<file path="src/rtl/fetch_queue.sv">
`default_nettype none
// +----------------------------------------------------------------------------+
// | fetch_queue: fetch PC owner, single-outstanding I-cache reader and circular |
// | queue of predicted instructions feeding decode.               Rev 1.0       |
// +----------------------------------------------------------------------------+
module fetch_queue #(
  parameter logic [31:0] RESET_PC = 32'h4000_0000,
  parameter int          FQ_DEPTH = 4
) (
  input  logic                        clk,
  input  logic                        rst,
  input  logic                        redirect_valid,
  input  logic [31:0]                 redirect_pc,
  output logic [31:0]                 btb_lookup_pc,
  input  logic                        btb_hit,
  input  logic [31:0]                 btb_target,
  output logic                        imem_read,
  output logic [31:0]                 imem_address,
  input  logic                        imem_resp,
  input  logic [31:0]                 imem_rdata,
  output logic                        deq_valid,
  input  logic                        deq_ready,
  output logic [31:0]                 deq_pc,
  output logic [31:0]                 deq_instr,
  output logic                        deq_pred_taken,
  output logic [31:0]                 deq_pred_pc,
  output logic [31:0]                 deq_pc_next,
  output logic [$clog2(FQ_DEPTH):0]   fq_count
);

  localparam int c_PW = $clog2(FQ_DEPTH);
  localparam int c_CW = c_PW + 1;

  localparam logic [1:0] c_IDLE  = 2'd0;
  localparam logic [1:0] c_WAIT  = 2'd1;
  localparam logic [1:0] c_DRAIN = 2'd2;

  localparam logic [c_CW-1:0] c_DEPTH    = c_CW'(FQ_DEPTH);
  localparam logic [c_PW-1:0] c_PTR_ONE  = c_PW'(1);

  logic [1:0]       r_state;
  logic [31:0]      r_fetch_pc;
  logic [31:0]      r_req_pc;
  logic             r_req_pred_taken;
  logic [31:0]      r_req_pred_pc;
  logic [c_PW-1:0]  r_head;
  logic [c_PW-1:0]  r_tail;
  logic [c_CW-1:0]  r_count;

  logic [31:0]      r_q_pc     [FQ_DEPTH];
  logic [31:0]      r_q_instr  [FQ_DEPTH];
  logic             r_q_taken  [FQ_DEPTH];
  logic [31:0]      r_q_ppc    [FQ_DEPTH];

  logic             w_deq_valid;
  logic             w_enq;
  logic             w_deq;
  logic [c_CW-1:0]  w_count_next;
  logic             w_can_issue;
  logic             w_issue;
  logic [1:0]       w_state_next;

  assign w_deq_valid  = (r_count != '0);
  assign w_deq        = w_deq_valid & deq_ready;
  // Stale responses (DRAIN) and responses racing a redirect are never enqueued.
  assign w_enq        = (r_state == c_WAIT) & imem_resp & ~redirect_valid;
  assign w_count_next = r_count + {{(c_CW-1){1'b0}}, w_enq} - {{(c_CW-1){1'b0}}, w_deq};
  assign w_can_issue  = (w_count_next < c_DEPTH);

  always_comb begin
    w_state_next = r_state;
    w_issue      = 1'b0;
    case (r_state)
      c_IDLE: begin
        if (!redirect_valid && w_can_issue) begin
          w_issue      = 1'b1;
          w_state_next = c_WAIT;
        end
      end
      c_WAIT: begin
        if (redirect_valid) begin
          w_state_next = imem_resp ? c_IDLE : c_DRAIN;
        end else if (imem_resp) begin
          if (w_can_issue) begin
            w_issue      = 1'b1;
            w_state_next = c_WAIT;
          end else begin
            w_state_next = c_IDLE;
          end
        end
      end
      c_DRAIN: begin
        if (imem_resp) w_state_next = c_IDLE;
      end
      default: w_state_next = c_IDLE;
    endcase
  end

  always_ff @(posedge clk) begin
    if (!rst) begin
      r_state          <= c_IDLE;
      r_fetch_pc       <= RESET_PC;
      r_req_pc         <= RESET_PC;
      r_req_pred_taken <= 1'b0;
      r_req_pred_pc    <= '0;
      r_head           <= '0;
      r_tail           <= '0;
      r_count          <= '0;
    end else begin
      r_state <= w_state_next;
      if (redirect_valid) begin
        r_fetch_pc <= redirect_pc;
      end else if (w_issue) begin
        r_fetch_pc <= btb_hit ? btb_target : r_fetch_pc + 32'd4;
      end
      if (w_issue) begin
        r_req_pc         <= r_fetch_pc;
        r_req_pred_taken <= btb_hit;
        r_req_pred_pc    <= btb_hit ? btb_target : 32'd0;
      end
      if (redirect_valid) begin
        r_head  <= '0;
        r_tail  <= '0;
        r_count <= '0;
      end else begin
        if (w_enq) r_tail <= r_tail + c_PTR_ONE;
        if (w_deq) r_head <= r_head + c_PTR_ONE;
        r_count <= w_count_next;
      end
    end
  end

  // Payload storage carries no reset; validity is tracked solely by r_count.
  always_ff @(posedge clk) begin
    if (rst && w_enq) begin
      r_q_pc[r_tail]    <= r_req_pc;
      r_q_instr[r_tail] <= imem_rdata;
      r_q_taken[r_tail] <= r_req_pred_taken;
      r_q_ppc[r_tail]   <= r_req_pred_pc;
    end
  end

  assign btb_lookup_pc  = r_fetch_pc;
  assign imem_read      = (r_state == c_WAIT) || (r_state == c_DRAIN);
  assign imem_address   = r_req_pc;
  assign deq_valid      = w_deq_valid;
  assign deq_pc         = r_q_pc[r_head];
  assign deq_instr      = r_q_instr[r_head];
  assign deq_pred_taken = r_q_taken[r_head];
  assign deq_pred_pc    = r_q_ppc[r_head];
  assign deq_pc_next    = r_q_taken[r_head] ? r_q_ppc[r_head] : r_q_pc[r_head] + 32'd4;
  assign fq_count       = r_count;

endmodule
`default_nettype wire

</file>
<file path="config.mk">
export PLATFORM = sky130hd
export DESIGN_NAME = fetch_queue
export DESIGN_NICKNAME = d
export VERILOG_FILES = /design/src/rtl/fetch_queue.sv
export SDC_FILE = /design/constraint.sdc
export NUM_CORES = 1
export LEC_CHECK = 0
export CORE_ASPECT_RATIO = 0.9
export CORE_MARGIN = 5
export CORE_UTILIZATION = 58
export CTS_CLUSTER_DIAMETER = 80
export CTS_CLUSTER_SIZE = 20
export DETAILED_ROUTE_END_ITERATION = 6
export GPL_ROUTABILITY_DRIVEN = 0
export PLACE_DENSITY = 0.95
export SYNTH_ARGS = -nofsm -noshare
export SYNTH_HDL_FRONTEND = slang
export SYNTH_SLANG_ARGS = --single-unit
</file>
<file path="constraint.sdc">
create_clock -name clk -period 10.6 [get_ports clk]
set_input_delay 1.06 -clock clk [delete_from_list [all_inputs] [get_ports clk]]
set_output_delay 1.06 -clock clk [all_outputs]
set_load 0.05 [all_outputs]
</file>
== Word level (Yosys, flattened, before mapping) ==
Memory sizes are Yosys's and may differ from the RTL's. A register that Yosys moved wholly into a read port is not among the register bits.
Index checks and enable logic that the tools add are counted.

* Muxes and demuxes: 27
* $lt $le $gt $ge: 1
* Reductions and logical operators: 9
* Add/sub/neg operators: 6
* Eq/ne operators: 5
* Bitwise operators: 5

{| class="wikitable"
|+ Operators with widths
! operator !! count
|-
| $mux 32 || 5
|-
| $add 32x3->32 const B || 2
|-
| $mux 2 || 13
|-
| $mux 1 || 7
|-
| $pmux 2 s3 || 1
|-
| $add 2x1->2 const B || 2
|-
| $ne 2x2->1 const B || 2
|-
| $add 3x1->3 || 1
|-
| $and 1x1->1 || 3
|-
| $lt 3x3->1 const B || 1
|-
| $ne 3x3->1 const B || 1
|-
| $reduce_and 3->1 || 1
|-
| $reduce_bool 3->1 || 1
|-
| $sub 3x1->3 || 1
|-
| $eq 2x1->1 const B || 1
|-
| $eq 2x2->1 const B || 1
|-
| $logic_and 1x1->1 || 2
|-
| $logic_not 2->1 || 1
|-
| $not 1->1 || 2
|-
| $pmux 1 s2 || 1
|-
| $reduce_bool 2->1 || 1
|-
| $reduce_or 2->1 || 1
|-
| $logic_not 1->1 || 1
|-
| $logic_or 1x1->1 || 1
|}

* Memories: 4
* Register bits after elaboration: 106
* Bits in writable memories: 388
* Output and inout port bits: 198

{| class="wikitable"
|+ Memories
! name !! depth !! bits a word !! rd ports !! clocked after memory_dff !! write ports !! RTL line !! text
|-
| r_q_instr || 4 || 32 || 1 || 1 || 1 || 51 || <nowiki>logic [31:0] r_q_instr [FQ_DEPTH];</nowiki>
|-
| r_q_pc || 4 || 32 || 1 || 1 || 1 || 50 || <nowiki>logic [31:0] r_q_pc [FQ_DEPTH];</nowiki>
|-
| r_q_ppc || 4 || 32 || 1 || 1 || 1 || 53 || <nowiki>logic [31:0] r_q_ppc [FQ_DEPTH];</nowiki>
|-
| r_q_taken || 4 || 1 || 1 || 1 || 1 || 52 || <nowiki>logic r_q_taken [FQ_DEPTH];</nowiki>
|}

== Longest topological paths before layout ==
Gate-level depths: netlist of run 1.

* Word-level depth: 12
* Gate-level depth with buffers: 15
* Depth with buffers taken out: 13

== Least setup slack after synthesis of run 1 ==
Ideal clock, no wire load.

* Path kind: flip-flop to output port
* Start point: reg with a tool-made name
* End point: out deq_pc_next[10]
* Data required time: 9540 ps
* Setup slack: 6320 ps
* Data arrival time: 3220 ps
* Cell stages (with the launch flop): 10
* Buffers on the path: 3
* Cell sequence: dfxtp_1 buf_6 buf_12 buf_12 mux4_2 ha_1 and2_1 nand3_1 xor2_1 o21ai_0

{| class="wikitable"
|+ RTL lines
! what !! RTL line !! text
|-
| end: declaration || 27 || <nowiki>output logic [31:0] deq_pc_next,</nowiki>
|}

==> results of run 1 <==
==> cell usage in the layout (no fill, tap or decap), drive strengths merged, types with 5 or more instances in the layout <==
cell type	n
mux2i	8
nand3	59
inv	14
mux2	5
buf	15
clkdlybuf4s50	298
nor2	53
and4	10
dfxtp	108
o211ai	8
nor3	11
o221ai	6
nor4	5
and2	10
clkbuf	40
ha	11
or4	14
nand2	164
xnor2	9
o31ai	12
a31oi	23
nand4	21
o21ai	45
and3	10
or3	13
edfxtp	388
mux4	96
xor2	10
a21oi	86
==> through the flow <==
stage / setup WS, ns / power (mW) / util [%] / instance area (µm²) / hold slack [ns]
2_1_floorplan: 6.32 / 2.51 / - / 20200 / 0.454
6_report: 4.37 / 3.74 / 70.8 / 24200 / 0.491
4_1_cts: 4.35 / 3.75 / 70.8 / 24200 / 0.487
3_3_place_gp: 5.04 / 2.69 / 68.5 / 23400 / 0.464
5_1_grt: 4.08 / 3.87 / 70.8 / 24200 / 0.526
3_5_place_dp: 4.98 / 2.70 / 68.5 / 23400 / 0.475
==> power by group through the flow <==
stage | sequential, mW | combinational (mW) | clock [mW]
final | 2.21 | 0.456 | 1.08
after global routing | 2.21 | 0.481 | 1.18
after CTS | 2.21 | 0.453 | 1.10
after detailed placement | 2.25 | 0.451 | 0
after global placement | 2.24 | 0.443 | 0
after floorplan | 2.29 | 0.217 | 0
==> flip-flops by register name, indices dropped and copies added (netlist names), 3 cells and up, named ones only <==
| name | count |
|---|---|
| r_q_instr | 128 |
| r_q_pc | 128 |
| r_q_ppc | 128 |
| btb_lookup_pc | 32 |
| imem_address | 32 |
| r_req_pred_pc | 32 |
| r_q_taken | 4 |
| fq_count | 3 |
==> cells by family after synthesis <==
group                    count (synthesis)  share of synthesized area, %
adder cells (fa/ha/maj)                 12                         0.781
AO/OA/AOI/OAI                          220                          6.63
AND/OR/NAND/NOR                        378                          9.03
buffers and inverters                  105                          2.62
multiplexers                           109                          11.6
flip-flops                             496                          68.4
XOR/XNOR                                20                         0.936
==> area by class of cell <==
cell class / count / area [µm²] / share of cell area [%]
Timing Repair Buffer: 313 / 3090 / 12.8
Multi-Input combinational cell: 739 / 5860 / 24.2
Sequential cell: 496 / 13800 / 57.1
Clock inverter: 1 / 3.75 / 0.0155
Inverter: 15 / 56.3 / 0.233
Tap cell: 462 / 578 / 2.39
Clock buffer: 40 / 777 / 3.21
==> worst max-delay path, cell delays in order (launching register included) <==
cell	delay, ns
dfxtp_4	0.76
buf_4	0.77
mux2_2	0.42
o21ai_2	0.12
buf_4	0.40
inv_1	0.50
or4_1	0.62
nand3_1	0.10
clkdlybuf4s50_1	0.84
==> worst max path at each step <==
stage / startpoint / end / slack (ns) / cells after the start
after floorplan: flop / deq_pc_next[10] / 6.32 / 9
after global placement: flop / deq_pc_next[19] / 5.04 / 8
after detailed placement: flop / deq_pc_next[21] / 4.98 / 8
after CTS: flop / deq_pc_next[21] / 4.35 / 8
after global routing: flop / deq_pc_next[19] / 4.08 / 8
final: flop / deq_pc_next[21] / 4.37 / 8
==> per-layer routing <==
metal / global-route usage, % / wire, µm / up-vias
met5: 0 / 0 / -
met1: 40.4 / 20900 / 6491
met4: 7.40 / 1710 / 0
met2: 40.7 / 24100 / 876
li1: - / - / 5708
met3: 4.30 / 5390 / 119
==> impl_metrics.yaml, run 1 <==
clock_network:
  clockBufferDepth: 3
  post_cts_buffers: 0
  cts-root-buf: "clkbuf_16"
  cts_buffers: 28
  htree_levels: 1
  clkSinkCount: 496
  clk_pin_slew_worst_paths_ns: 0.08
  cts_tree: "built"
  cts_resized: 0
  ctsHoldBuffers: 0
  clock_latency_ns: 0.56
timing:
  setup_tns_ns: 0
  worstMarginPinSlew_ns: 1.14
  rsz0062_at_grt: "no"
  slew_viol_final: 0
  max-slew-margin-rel_pct: 24.2
  fin_crit_sh_pct: 58.8
  finalSetupViolations: 0
  max_freq_mhz: 161
  period_minus_slack_ns: 6.23
  clock-skew-final_ns: 0.0192
  hold_viol: 0
worst_setup_path:
  worstReg2RegStart: "fq_count[2]$_SDFF_PP0_"
  cp_max_fo: 56
  r2r_end: "btb_lookup_pc[10]$_SDFFE_PN0P_"
  worst_setup_path_end_kind: "output port"
  worstSetupPathType: "reg2out"
  worstSetupStartpointType: "flop"
  worst_ep_required_time_ns: 9.54
  r2r_cells: 12
  cp_data_arrival_time_ns: 5.17
  reg2reg_slack_ns: 6.46
logic_synthesis:
  synthArstFlopShare_pct: 0
  synth_warnings: 0
  yosysUniqueCellTypes: 68
  synth_top_area_cell: "edfxtp_1"
  yosysTopAreaCellShare_pct: 57.7
  synth_common_cells: "edfxtp_1, nand2_1, dfxtp_1, a21oi_1, mux4_2"
  synthCells: 1340
  syn_nets: 1454
  synth_flop_cell: "edfxtp_1"
  synth.area.top_cells: "edfxtp_1, dfxtp_1, mux4_2"
  synthesis.area_um2: 20200
  ys_ff_latch: 496
  syn_avg_cell_area_um2: 15.1
  synth.most_common_cell: "edfxtp_1"
  synth_edf_count: 388
  yosysSeqAreaShare_pct: 68.4
placement:
  io_buffers: 299
  hpwl_um: 35100
  dp.cells: 2025
cells_and_area:
  layout-drive-gt1-share_pct: 9.60
  syn_to_final_growth_pct: 19.8
  final_nets: 1707
  final_cells: 2066
  n_fill_cell: 2158
  antenna-diode-count: 0
route:
  wl_um: 52100
  antenna_left: 0
  drc: 0
  vias: 13200
  avgViaCountPerCell: 6.39
  wire_per_inst_um: 25.2
  first_iter_violations: 1451
  drt_first_pass_iters: 6
die:
  die_w_um: 207
  num_rows: 64
  fp.dieH_um: 187
  initial_core_util_pct: 59.0
  core_area_um2: 34200
  io_pins: 300
  dieArea_um2: 38600
global_route:
  grt-ovfl-total: 0
  grt_pass1_vias: 13100
  grt_pass1_wl_um: 79400
  track_usage_pct: 26.6
  grt_max_degree: 88
  antenna_found_initial: 0
power:
  power_frac_seq_pct: 59.0
  leakage_nw: 7.55
  p_int_mw: 2.80
  switching_power_mw: 0.939
  power_density_nw_per_um2: 155
  clockPowerShare_pct: 28.8
  ir_worst_vdd_uv: 112
  combinationalPowerShare_pct: 12.2
  swShare_pct: 25.1
worst_hold_path:
  hold_end: "r_state[0]$_SDFFE_PN0P_"
  worstHoldStart: "r_state[0]$_SDFFE_PN0P_"
  hp-class: "reg2reg"
  min_path_cells: 2
outcome:
  status: "finished, final reports clean"
flow_run:
  max_cap_violations: 0
Note: power is estimated with default switching activity, not from simulation.
==> inputs of run 2 (changes only) <==
CORE_UTILIZATION = 54   (was 58)
PLACE_DENSITY = 0.91   (was 0.95)
clock period = 5.8 ns   (was 10.6 ns; I/O delays follow)
==> impl_metrics.yaml, run 2 (synthesized netlist as in run 1, its figures left out) <==
outcome:
  status: "finished, final reports clean"
route:
  wl_um: 57900
  drc: 0
  avgViaCountPerCell: 6.49
  antenna_left: 0
  vias: 13700
  drt_first_pass_iters: 7
  first_iter_violations: 2069
  wire_per_inst_um: 27.5
global_route:
  track_usage_pct: 27.3
  grt_max_degree: 93
  grt_pass1_vias: 13300
  antenna_found_initial: 7
  grt-ovfl-total: 0
  grt_pass1_wl_um: 85300
die:
  initial_core_util_pct: 54.5
  fp.dieH_um: 193
  core_area_um2: 37100
  dieArea_um2: 41400
  die_w_um: 214
  num_rows: 67
  io_pins: 300
timing:
  hold_viol: 0
  rsz0062_at_grt: "no"
  fin_crit_sh_pct: 86.5
  max_freq_mhz: 199
  setup_tns_ns: 0
  worstMarginPinSlew_ns: 1.01
  slew_viol_final: 0
  period_minus_slack_ns: 5.02
  clock-skew-final_ns: 0.0137
  finalSetupViolations: 0
  timing.final.ws_setup_ns: 0.781
  max-slew-margin-rel_pct: 32.9
  whs_ns: 0.490
clock_network:
  cts-root-buf: "clkbuf_16"
  clkSinkCount: 496
  cts_tree: "built"
  post_cts_buffers: 0
  clock_latency_ns: 0.58
  ctsHoldBuffers: 0
  htree_levels: 1
  cts_resized: 0
  clk_pin_slew_worst_paths_ns: 0.09
  clockBufferDepth: 3
  cts_buffers: 28
worst_setup_path:
  worst_ep_required_time_ns: 5.22
  critPathSlowestCell: "clkdlybuf4s50_1"
  crit_chain: "mux4_1 > and4_1 > nand4_4 > or4_1 > a31oi_1 > clkdlybuf4s50_1"
  worstSetupPathType: "reg2out"
  critPathMaxStageDelay_ns: 0.85
  worstSetupStartpointType: "flop"
  cp_max_fo: 37
  worst_setup_path_end_kind: "output port"
  cp_data_arrival_time_ns: 4.44
cells_and_area:
  largestRegisters: "r_q_instr: 128 flops, r_q_pc: 128 flops, r_q_ppc: 128 flops"
  syn_to_final_growth_pct: 20.6
  final_cells: 2109
  post-route-util_pct: 65.7
  n_fill_cell: 2529
  stdcell_area_um2: 24300
  multiInputGateArea_um2: 5860
  final_nets: 1713
  register_area_um2: 13800
  final_common_cell: "edfxtp_1"
  layout_common_cells: "edfxtp_1, clkdlybuf4s50_1, nand2_1"
  layout-drive-gt1-share_pct: 9.87
power:
  combinationalPowerShare_pct: 12.6
  p_int_mw: 5.15
  power_density_nw_per_um2: 286
  leakage_nw: 7.60
  clockPowerShare_pct: 29.5
  ir_worst_vdd_uv: 256
  power_frac_seq_pct: 57.9
  total_power_mw: 6.95
  switching_power_mw: 1.80
  swShare_pct: 25.9
placement:
  io_buffers: 299
  hpwl_um: 39500
  pre_cts_slack_ns: 1.38
  dp.cells: 2052
  placed_area_um2: 23500
worst_hold_path:
  hp-class: "reg2reg"
flow_run:
  max_cap_violations: 0
[run 2: area by class of cell]
cell class	instances	area share [%]
flip-flops and latches	496	56.8
multi-input cells	739	24.1
repair buffers	319	13.0
clock buffers	51	3.32
well taps	483	2.48
inverters	15	0.231
clock inverters	1	0.0668
diodes	5	0.0514
[run 2: power by group through the flow]
| stage | logic [mW] | clock network (mW) | registers (mW) |
|---|---|---|---|
| after global placement | 0.846 | 0 | 4.09 |
| after detailed placement | 0.858 | 0 | 4.10 |
| after floorplan | 0.396 | 0 | 4.19 |
| final | 0.873 | 2.05 | 4.03 |
| after global routing | 0.911 | 2.21 | 4.04 |
| after CTS | 0.864 | 2.06 | 4.02 |
[run 2: critical path, delay by kind of cell (launching register included)]
kind	cells	cell delay [ns]
AOI/OAI and AO/OA	1	0.26
muxes	1	0.49
DFF	1	0.81
and+or+nand+nor	3	1.41
buffers and inverters	1	0.85
[run 2: layer usage]
metal | share of wire [%] | GRT usage (%) | vias up
met1 | 35 | 36.4 | 6751
met3 | 13 | 8.02 | 167
li1 | - | - | 5748
met2 | 47 | 43.6 | 1010
met5 | 0.098 | 0 | -
met4 | 4.5 | 8.95 | 8
[run 2: path summary, 6_finish.rpt]
kind	startpoint	end	slack (ns)	cells past startpoint
max	flop	deq_pc_next[25]	0.78	6
min	btb_lookup_pc[1]$_SDFFE_PN0P_	imem_address[1]$_SDFFE_PN0P_	0.49	2
max reg2reg	fq_count[2]$_SDFF_PP0_	btb_lookup_pc[24]$_SDFFE_PN0P_	1.71	12
min reg2reg	btb_lookup_pc[1]$_SDFFE_PN0P_	imem_address[1]$_SDFFE_PN0P_	0.49	2
